<file path="config.mk">
export PLATFORM = sky130hd
export DESIGN_NAME = vga_timing_gen
export DESIGN_NICKNAME = d
export VERILOG_FILES = /design/src/rtl/vga_timing_gen.sv
export SDC_FILE = /design/constraint.sdc
export NUM_CORES = 1
export LEC_CHECK = 0
export BUFFER_PORTS_ARGS = -buffer_cell sky130_fd_sc_hd__buf_4
export CAP_MARGIN = 20
export CELL_PAD_IN_SITES_DETAIL_PLACEMENT = 1
export CELL_PAD_IN_SITES_GLOBAL_PLACEMENT = 1
export CORE_UTILIZATION = 30
export CTS_CLUSTER_DIAMETER = 30
export DETAILED_ROUTE_END_ITERATION = 16
export GPL_ROUTABILITY_DRIVEN = 0
export PLACE_DENSITY_LB_ADDON = 0.1
export SLEW_MARGIN = 30
export SYNTH_ARGS = -nofsm -noshare
export SYNTH_HDL_FRONTEND = slang
export SYNTH_SLANG_ARGS = --single-unit
</file>
<file path="constraint.sdc">
create_clock -name i_clk -period 6.2 [get_ports i_clk]
set_input_delay 1.24 -clock i_clk [delete_from_list [all_inputs] [get_ports i_clk]]
set_output_delay 1.24 -clock i_clk [all_outputs]
set_load 0.03 [all_outputs]
</file>
<file path="src/rtl/vga_timing_gen.sv">
// vga_timing_gen
// Parametrised VGA timing generator with a pixel fetch handshake.
// Stage 0 is the hc/vc raster counter. Stage 1 registers the request
// (o_req/o_x/o_y) to the upstream pixel source. Sync, blank and active
// flags then travel through a PIX_LAT-deep delay line, so the DAC pins
// line up with the pixel data that comes back. Total latency from a
// stage-0 counter value to the pins is PIX_LAT+2 cycles.
//
// Optional feature: define VGA_TEST_PATTERN_EN to add input i_pattern.
// While i_pattern is high, 8 vertical colour bars replace the pixel data.
//
// Ports:
//   i_clk, i_rst          pixel clock, asynchronous active-low reset
//   i_start, i_stop       level controls: begin scanning / stop at frame end
//   i_pattern             (VGA_TEST_PATTERN_EN only) colour-bar override
//   i_pix_R/G/B           pixel data, valid PIX_LAT cycles after o_req
//   o_req, o_x, o_y       pixel request and its active-area coordinates
//   o_frame_start         one-cycle pulse at the start of each frame
//   o_busy                high while not idle
//   o_VGA_R/G/B           DAC colour
//   o_VGA_HS/VS           sync outputs, polarity set by HS_POL/VS_POL
//   o_VGA_blank           low = blank
//   o_VGA_sync            tied low
//   o_VGA_clk             copy of i_clk for the DAC
module vga_timing_gen #(
  parameter int H_ACT   = 640,
  parameter int H_FRONT = 16,
  parameter int H_SYNC  = 96,
  parameter int H_BACK  = 48,
  parameter int V_ACT   = 480,
  parameter int V_FRONT = 10,
  parameter int V_SYNC  = 2,
  parameter int V_BACK  = 33,
  parameter int HS_POL  = 0,
  parameter int VS_POL  = 0,
  parameter int PIX_LAT = 2,
  parameter int CW      = 11
) (
  input  logic          i_clk,
  input  logic          i_rst,
  input  logic          i_start,
  input  logic          i_stop,
`ifdef VGA_TEST_PATTERN_EN
  input  logic          i_pattern,
`endif
  input  logic [7:0]    i_pix_R,
  input  logic [7:0]    i_pix_G,
  input  logic [7:0]    i_pix_B,
  output logic          o_req,
  output logic [CW-1:0] o_x,
  output logic [CW-1:0] o_y,
  output logic          o_frame_start,
  output logic          o_busy,
  output logic [7:0]    o_VGA_R,
  output logic [7:0]    o_VGA_G,
  output logic [7:0]    o_VGA_B,
  output logic          o_VGA_HS,
  output logic          o_VGA_VS,
  output logic          o_VGA_blank,
  output logic          o_VGA_sync,
  output logic          o_VGA_clk
);

  localparam int H_TOTAL = H_SYNC + H_BACK + H_ACT + H_FRONT;
  localparam int V_TOTAL = V_SYNC + V_BACK + V_ACT + V_FRONT;

  localparam logic [CW-1:0] H_LAST   = CW'(H_TOTAL - 1);
  localparam logic [CW-1:0] V_LAST   = CW'(V_TOTAL - 1);
  localparam logic [CW-1:0] H_BEG    = CW'(H_SYNC + H_BACK);
  localparam logic [CW-1:0] H_END    = CW'(H_SYNC + H_BACK + H_ACT);
  localparam logic [CW-1:0] V_BEG    = CW'(V_SYNC + V_BACK);
  localparam logic [CW-1:0] V_END    = CW'(V_SYNC + V_BACK + V_ACT);
  localparam logic [CW-1:0] H_SY_END = CW'(H_SYNC);
  localparam logic [CW-1:0] V_SY_END = CW'(V_SYNC);
  localparam logic          HS_ON    = (HS_POL != 0);
  localparam logic          VS_ON    = (VS_POL != 0);

  typedef enum logic [1:0] {IDLE, RUN, DRAIN} state_t;

  state_t        state;
  logic [CW-1:0] hc;
  logic [CW-1:0] vc;

  logic          running;
  logic          line_end;
  logic          frame_end;
  logic          act0;
  logic          hs0;
  logic          vs0;
  logic [CW-1:0] x0;
  logic [CW-1:0] y0;

  logic [PIX_LAT:0] act_d;
  logic [PIX_LAT:0] hs_d;
  logic [PIX_LAT:0] vs_d;

  assign running   = (state != IDLE);
  assign line_end  = (hc == H_LAST);
  assign frame_end = line_end && (vc == V_LAST);

  assign act0 = running && (hc >= H_BEG) && (hc < H_END) && (vc >= V_BEG) && (vc < V_END);
  assign hs0  = running && (hc < H_SY_END);
  assign vs0  = running && (vc < V_SY_END);
  assign x0   = hc - H_BEG;
  assign y0   = vc - V_BEG;

  assign o_busy     = running;
  assign o_req      = act_d[0];
  assign o_VGA_sync = 1'b0;
  assign o_VGA_clk  = i_clk;

  // Control FSM and raster counters. The counters sit at 0 while idle,
  // so the first RUN cycle is the first cycle of hsync on line 0.
  // Cancelling a drain takes priority over finishing the frame.
  always_ff @(posedge i_clk or negedge i_rst) begin
    if (!i_rst) begin
      state <= IDLE;
      hc    <= '0;
      vc    <= '0;
    end else begin
      case (state)
        IDLE: begin
          hc <= '0;
          vc <= '0;
          if (i_start && !i_stop) state <= RUN;
        end
        RUN, DRAIN: begin
          if (line_end) begin
            hc <= '0;
            vc <= (vc == V_LAST) ? '0 : vc + CW'(1);
          end else begin
            hc <= hc + CW'(1);
          end
          if (state == RUN) begin
            if (i_stop) state <= DRAIN;
          end else if (i_start && !i_stop) begin
            state <= RUN;
          end else if (frame_end) begin
            state <= IDLE;
          end
        end
        default: state <= IDLE;
      endcase
    end
  end

  // Stage-1 request registers plus the flag delay line. Bit 0 of each
  // delay vector is the stage-1 copy (bit 0 of act_d is o_req). The line
  // is flushed while idle. The tail it cuts off lies in the vertical front
  // porch, so no visible pixel is lost.
  always_ff @(posedge i_clk or negedge i_rst) begin
    if (!i_rst) begin
      o_x           <= '0;
      o_y           <= '0;
      o_frame_start <= 1'b0;
      act_d         <= '0;
      hs_d          <= '0;
      vs_d          <= '0;
    end else begin
      o_x           <= act0 ? x0 : '0;
      o_y           <= act0 ? y0 : '0;
      o_frame_start <= running && (hc == '0) && (vc == '0);
      if (running) begin
        act_d <= {act_d[PIX_LAT-1:0], act0};
        hs_d  <= {hs_d[PIX_LAT-1:0], hs0};
        vs_d  <= {vs_d[PIX_LAT-1:0], vs0};
      end else begin
        act_d <= '0;
        hs_d  <= '0;
        vs_d  <= '0;
      end
    end
  end

`ifdef VGA_TEST_PATTERN_EN
  // Colour-bar index travels with the flags, so the pattern has the same
  // latency as real pixel data. Columns beyond bar 7 (H_ACT not a
  // multiple of 8) stay black.
  localparam int BAR_W = (H_ACT / 8 > 0) ? H_ACT / 8 : 1;

  logic [CW-1:0]          bar_full;
  logic [2:0]             bar0;
  logic [3*PIX_LAT+2:0]   bar_d;
  logic [2:0]             bar_out;

  assign bar_full = x0 / CW'(BAR_W);
  assign bar0     = (bar_full > CW'(7)) ? 3'd7 : bar_full[2:0];
  assign bar_out  = bar_d[3*PIX_LAT +: 3];

  always_ff @(posedge i_clk or negedge i_rst) begin
    if (!i_rst) bar_d <= '0;
    else        bar_d <= {bar_d[3*PIX_LAT-1:0], bar0};
  end
`endif

  // DAC output register. It samples i_pix on the cycle that matches the
  // delayed active flag, and drives inactive sync levels while idle.
  always_ff @(posedge i_clk or negedge i_rst) begin
    if (!i_rst) begin
      o_VGA_HS    <= ~HS_ON;
      o_VGA_VS    <= ~VS_ON;
      o_VGA_blank <= 1'b0;
      o_VGA_R     <= 8'd0;
      o_VGA_G     <= 8'd0;
      o_VGA_B     <= 8'd0;
    end else begin
      o_VGA_HS    <= (running && hs_d[PIX_LAT]) ? HS_ON : ~HS_ON;
      o_VGA_VS    <= (running && vs_d[PIX_LAT]) ? VS_ON : ~VS_ON;
      o_VGA_blank <= running && act_d[PIX_LAT];
      if (running && act_d[PIX_LAT]) begin
`ifdef VGA_TEST_PATTERN_EN
        if (i_pattern) begin
          o_VGA_R <= {8{~bar_out[1]}};
          o_VGA_G <= {8{~bar_out[2]}};
          o_VGA_B <= {8{~bar_out[0]}};
        end else begin
          o_VGA_R <= i_pix_R;
          o_VGA_G <= i_pix_G;
          o_VGA_B <= i_pix_B;
        end
`else
        o_VGA_R <= i_pix_R;
        o_VGA_G <= i_pix_G;
        o_VGA_B <= i_pix_B;
`endif
      end else begin
        o_VGA_R <= 8'd0;
        o_VGA_G <= 8'd0;
        o_VGA_B <= 8'd0;
      end
    end
  end

endmodule

</file>
## Word level (Yosys, flattened, before mapping)

Cells that the tools add are included.

| word-level totals | value |
|---|---|
| bits in registers | 83 |
| bits in latches | 0 |
| RAM bits | 0 |
| ROM bits | 0 |
| input port bits | 28 |
| logic and storage cells | 76 |
| memories | 0 |

| operators by class | value |
|---|---|
| add/subtract/negate cells | 4 |
| $mul | 0 |
| div/mod/pow operators | 0 |
| magnitude comparators | 6 |
| eq/ne operators | 8 |
| shifts and indexed selects | 0 |
| multiplexer cells | 21 |
| bitwise logic cells | 0 |
| reduce and logical (&&, ||, !) cells | 22 |

Operators by type and width:

| operator | count |
|---|---|
| $mux W11 | 5 |
| $pmux W11 S2 | 2 |
| $mux W8 | 3 |
| $add A11 B1 Y11 const B | 2 |
| $eq A11 B10 Y1 const B | 2 |
| $logic_not A11 Y1 | 2 |
| $lt A11 B10 Y1 const B | 2 |
| $logic_and A1 B1 Y1 | 13 |
| $ge A11 B6 Y1 const B | 1 |
| $ge A11 B8 Y1 const B | 1 |
| $lt A11 B2 Y1 const B | 1 |
| $lt A11 B7 Y1 const B | 1 |
| $sub A11 B6 Y11 const B | 1 |
| $sub A11 B8 Y11 const B | 1 |
| $mux W2 | 5 |
| $mux W3 | 3 |
| $ne A2 B2 Y1 const B | 2 |
| $ne A4 B4 Y1 const B | 1 |
| $pmux W2 S2 | 1 |
| $reduce_bool A2 Y1 | 2 |
| $ne A3 B3 Y1 const B | 1 |
| $reduce_and A3 Y1 | 1 |
| $eq A2 B1 Y1 const B | 1 |
| $eq A2 B2 Y1 const B | 1 |
| other kinds (5) | 6 |

## Longest topological paths before layout

| depth | value |
|---|---|
| depth after elaboration | 6 |
| mapped depth | 8 |
| mapped depth without buffers | 6 |

==> results.rst <==
.. list-table::
   :header-rows: 1

   * - Metric
     - Value
   * - Clock tree from TritonCTS
     - yes
   * - Share of final-layout standard cells stronger than drive strength 1
     - 26.5%
   * - Leading post-synthesis cells by instance count
     - sky130_fd_sc_hd__dfrtp_1, sky130_fd_sc_hd__and2_1, sky130_fd_sc_hd__nand2_1
   * - Width of the die
     - 115 µm
   * - Average vias per placed instance
     - 4.80
   * - Wirelength per Cell
     - 16.3 µm
   * - DR pass1 iterations
     - 4
   * - Dominant cell type by area after synthesis
     - sky130_fd_sc_hd__dfrtp_1
   * - Post-synth design cell area
     - 3860 µm²
   * - CP top delay family
     - buffers and inverters
   * - Register-to-register path setup slack
     - 3.55 ns
   * - Post-CTS Hold Buffers
     - 0
   * - Setup TNS after final layout
     - 0 ns
   * - Dominant cell type by count on the critical path
     - sky130_fd_sc_hd__clkbuf_16
   * - Path category of the worst min-delay check
     - flip-flop to flip-flop
   * - Most frequent cell after synthesis
     - sky130_fd_sc_hd__dfrtp_1
   * - Fraction of registers with async set/reset
     - 100%
   * - Number of resized instances in the post-cts repair step
     - 0
   * - Core Rows
     - 41
   * - Overall fraction of global-route tracks in use
     - 16.5%
   * - Die extent in y
     - 115 µm
   * - Antenna Nets Post-Route
     - 0
   * - Data required time at the worst endpoint
     - 4.96 ns
   * - Antenna violations before repair
     - 0
   * - Iteration-0 DRC Markers
     - 170
   * - R2r endpoint
     - hc[10]
   * - Total of max-cap violations
     - 0
   * - Worst rel slew slack
     - 48.5%
   * - Warning count from the yosys run
     - 0
   * - Unrepaired setup endpoints after global routing
     - no
   * - Fraction of the yosys area taken by sequential cells
     - 53.9%
   * - Filler cells
     - 1401
   * - Setup repair bufs after CTS
     - 0
   * - Number of cells on the worst reg-to-reg path
     - 5
   * - Count of pins over their slew limit
     - 0
   * - Number of nets in the layout
     - 477
   * - EDFF count, synth
     - 0
   * - M1 wire length
     - 4960 µm
   * - Worst flop-to-flop path startpoint
     - hc[4]
   * - Worst-margin pin slew
     - 0.766 ns
   * - Leakage
     - 2.36 nW
   * - Min-Delay Path Depth
     - 1
   * - Count of cell types in the netlist
     - 54
   * - Number of hold-slack violations in the final timing report
     - 0
   * - Area of all sequential standard cells
     - 2080 µm²
   * - Number of ports placed on the die boundary
     - 82
   * - Initial Util
     - 30.7%
   * - Cell area after layout
     - 4980 µm²
   * - Number of antenna diodes
     - 0
   * - Number of global-route vias before repair
     - 2993
   * - Core Box Area
     - 12600 µm²
   * - Sum of buffers and inverters on the critical path
     - 3
   * - Placed wire-length estimate
     - 6750 µm
   * - Category of the worst setup path launch point
     - clock port
   * - First-pass GRT wire length
     - 16400 µm
   * - Area of combinational cells with multiple inputs
     - 1600 µm²
   * - Insertion delay to the later sink of the worst-skew pair
     - 0.45 ns
   * - Number of vias in the routed layout
     - 2947
   * - DRC errors left
     - 0
   * - Maximum fanout along the worst path
     - 2
   * - Power density over the cells
     - 324 nW/µm²
   * - Mapped Nets
     - 405
   * - Maximum number of pins on one net before global-route repair
     - 84
   * - Port Buffers
     - 80
   * - Total gr overflow
     - 0
   * - Share of the synthesized area in the top cell type
     - 52.5%
   * - Outcome
     - finished clean
   * - Area Overhead vs Synth
     - 29.0%
   * - Met3 wire length
     - 564 µm
   * - Total of endpoints with negative setup slack in the final report
     - 0
   * - Hold wc startpoint
     - hs_d[2]
   * - Post-placement cell area
     - 4580 µm²
   * - Met2 routed WL
     - 4290 µm
   * - Cell count after synthesis
     - 365
   * - Cells along the critical path
     - clkbuf_16 -> clkbuf_16 -> buf_4
   * - Category of the critical setup timing path
     - clock port to output pin
   * - Data arrival at the endpoint of the critical path
     - 3.50 ns
   * - Clk slew on worst S/H paths
     - 0.06 ns
   * - Slowest cell delay on critical path
     - 0.16 ns
   * - Total wire length after detailed routing
     - 10000 µm
   * - Die footprint
     - 13300 µm²
   * - Synth Area per Inst
     - 10.6 µm²
   * - Clock skew after layout
     - 0.00994 ns
   * - Most area-consuming cells after synthesis
     - sky130_fd_sc_hd__dfrtp_1, sky130_fd_sc_hd__and2_1, sky130_fd_sc_hd__ha_1
   * - Sink of the worst hold path
     - o_VGA_HS
   * - Crit path capture type
     - output pin
   * - DR top layer
     - met4
   * - Register bit count reported by yosys
     - 83
   * - Worst ir drop on vdd
     - 0.000110 V
   * - Critical-path top delay cell
     - sky130_fd_sc_hd__buf_4
   * - Top_reg_cell synth
     - sky130_fd_sc_hd__dfrtp_1
-- layout by cell type, fill, tap and decap left out, types with 4 or more instances in the layout --
cell type / count
sky130_fd_sc_hd__nor4_1: 9
sky130_fd_sc_hd__xnor2_1: 15
sky130_fd_sc_hd__nor3b_1: 4
sky130_fd_sc_hd__nor3_1: 26
sky130_fd_sc_hd__buf_4: 83
sky130_fd_sc_hd__nand2b_1: 4
sky130_fd_sc_hd__a211oi_1: 8
sky130_fd_sc_hd__nor2_1: 13
sky130_fd_sc_hd__dfrtp_1: 81
sky130_fd_sc_hd__nor2b_1: 8
sky130_fd_sc_hd__or4_1: 4
sky130_fd_sc_hd__a21o_1: 6
sky130_fd_sc_hd__ha_1: 12
sky130_fd_sc_hd__o21ai_0: 13
sky130_fd_sc_hd__nand2_1: 27
sky130_fd_sc_hd__nand3_1: 10
sky130_fd_sc_hd__a21oi_1: 5
sky130_fd_sc_hd__o31ai_1: 6
sky130_fd_sc_hd__clkbuf_16: 12
sky130_fd_sc_hd__inv_1: 17
sky130_fd_sc_hd__and2_1: 27
-- per-layer routing --
| metal | vias up | global-route usage, % |
|---|---|---|
| met3 | 18 | 4.24 |
| met5 | - | 0 |
| met1 | 1439 | 22.5 |
| li1 | 1408 | - |
| met4 | 0 | 9.70 |
| met2 | 82 | 23.4 |
-- how the worst max path moves through the flow --
stage	from	endpoint	slack, ns	cells after the start
finish	i_clk	o_VGA_clk	1.46	3
global route	i_clk	o_VGA_clk	1.45	3
CTS	i_clk	o_VGA_clk	1.45	3
detailed placement	i_clk	o_VGA_clk	1.72	1
global placement	i_clk	o_VGA_clk	1.72	1
floorplan	i_clk	o_VGA_clk	1.72	1
-- power breakdown --
| part | switching, mW | internal, mW |
|---|---|---|
| Clock | 0.255 | 0.418 |
| Sequential | 0.0291 | 0.587 |
| Combinational | 0.206 | 0.118 |
| Total | 0.490 | 1.12 |
-- layout make-up --
class	instances	share of cell area, %
Timing Repair Buffer	83	12.6
Tap cell	172	4.32
Inverter	17	1.28
Sequential cell	83	41.8
Multi-Input combinational cell	239	32.2
Clock inverter	6	1.41
Clock buffer	14	6.46
-- kinds of logic after synthesis --
family / count (synthesis) / synth area share [%]
DFF: 83 / 53.9
xor gates and xnor gates: 16 / 3.63
adders and majority gates: 12 / 3.89
and+or+nand+nor: 152 / 21.8
AOI/OAI and AO/OA: 58 / 11.7
other: 1 / 0.0972
buffers and inverters: 43 / 5.03
-- per-stage QoR --
step | std cells | setup slack, ns | total power [mW] | util (%) | hold slack, ns
after floorplan | 365 | 1.72 | 0.853 | - | 0.352
after global placement | 593 | 1.72 | 0.966 | 36.3 | 0.357
after detailed placement | 595 | 1.72 | 0.980 | 36.4 | 0.361
after CTS | 614 | 1.45 | 1.64 | 39.5 | 0.371
after global routing | 614 | 1.45 | 1.70 | 39.6 | 0.379
final | 614 | 1.46 | 1.61 | 39.6 | 0.368
-- flip-flops by register name (all words and copies together) (netlist names), 8 cells and up --
signal   count
hc          11
vc          11
o_VGA_B      8
o_y         11
o_VGA_G      8
o_x         11
o_VGA_R      8
Power figures use the tool's default switching activity.
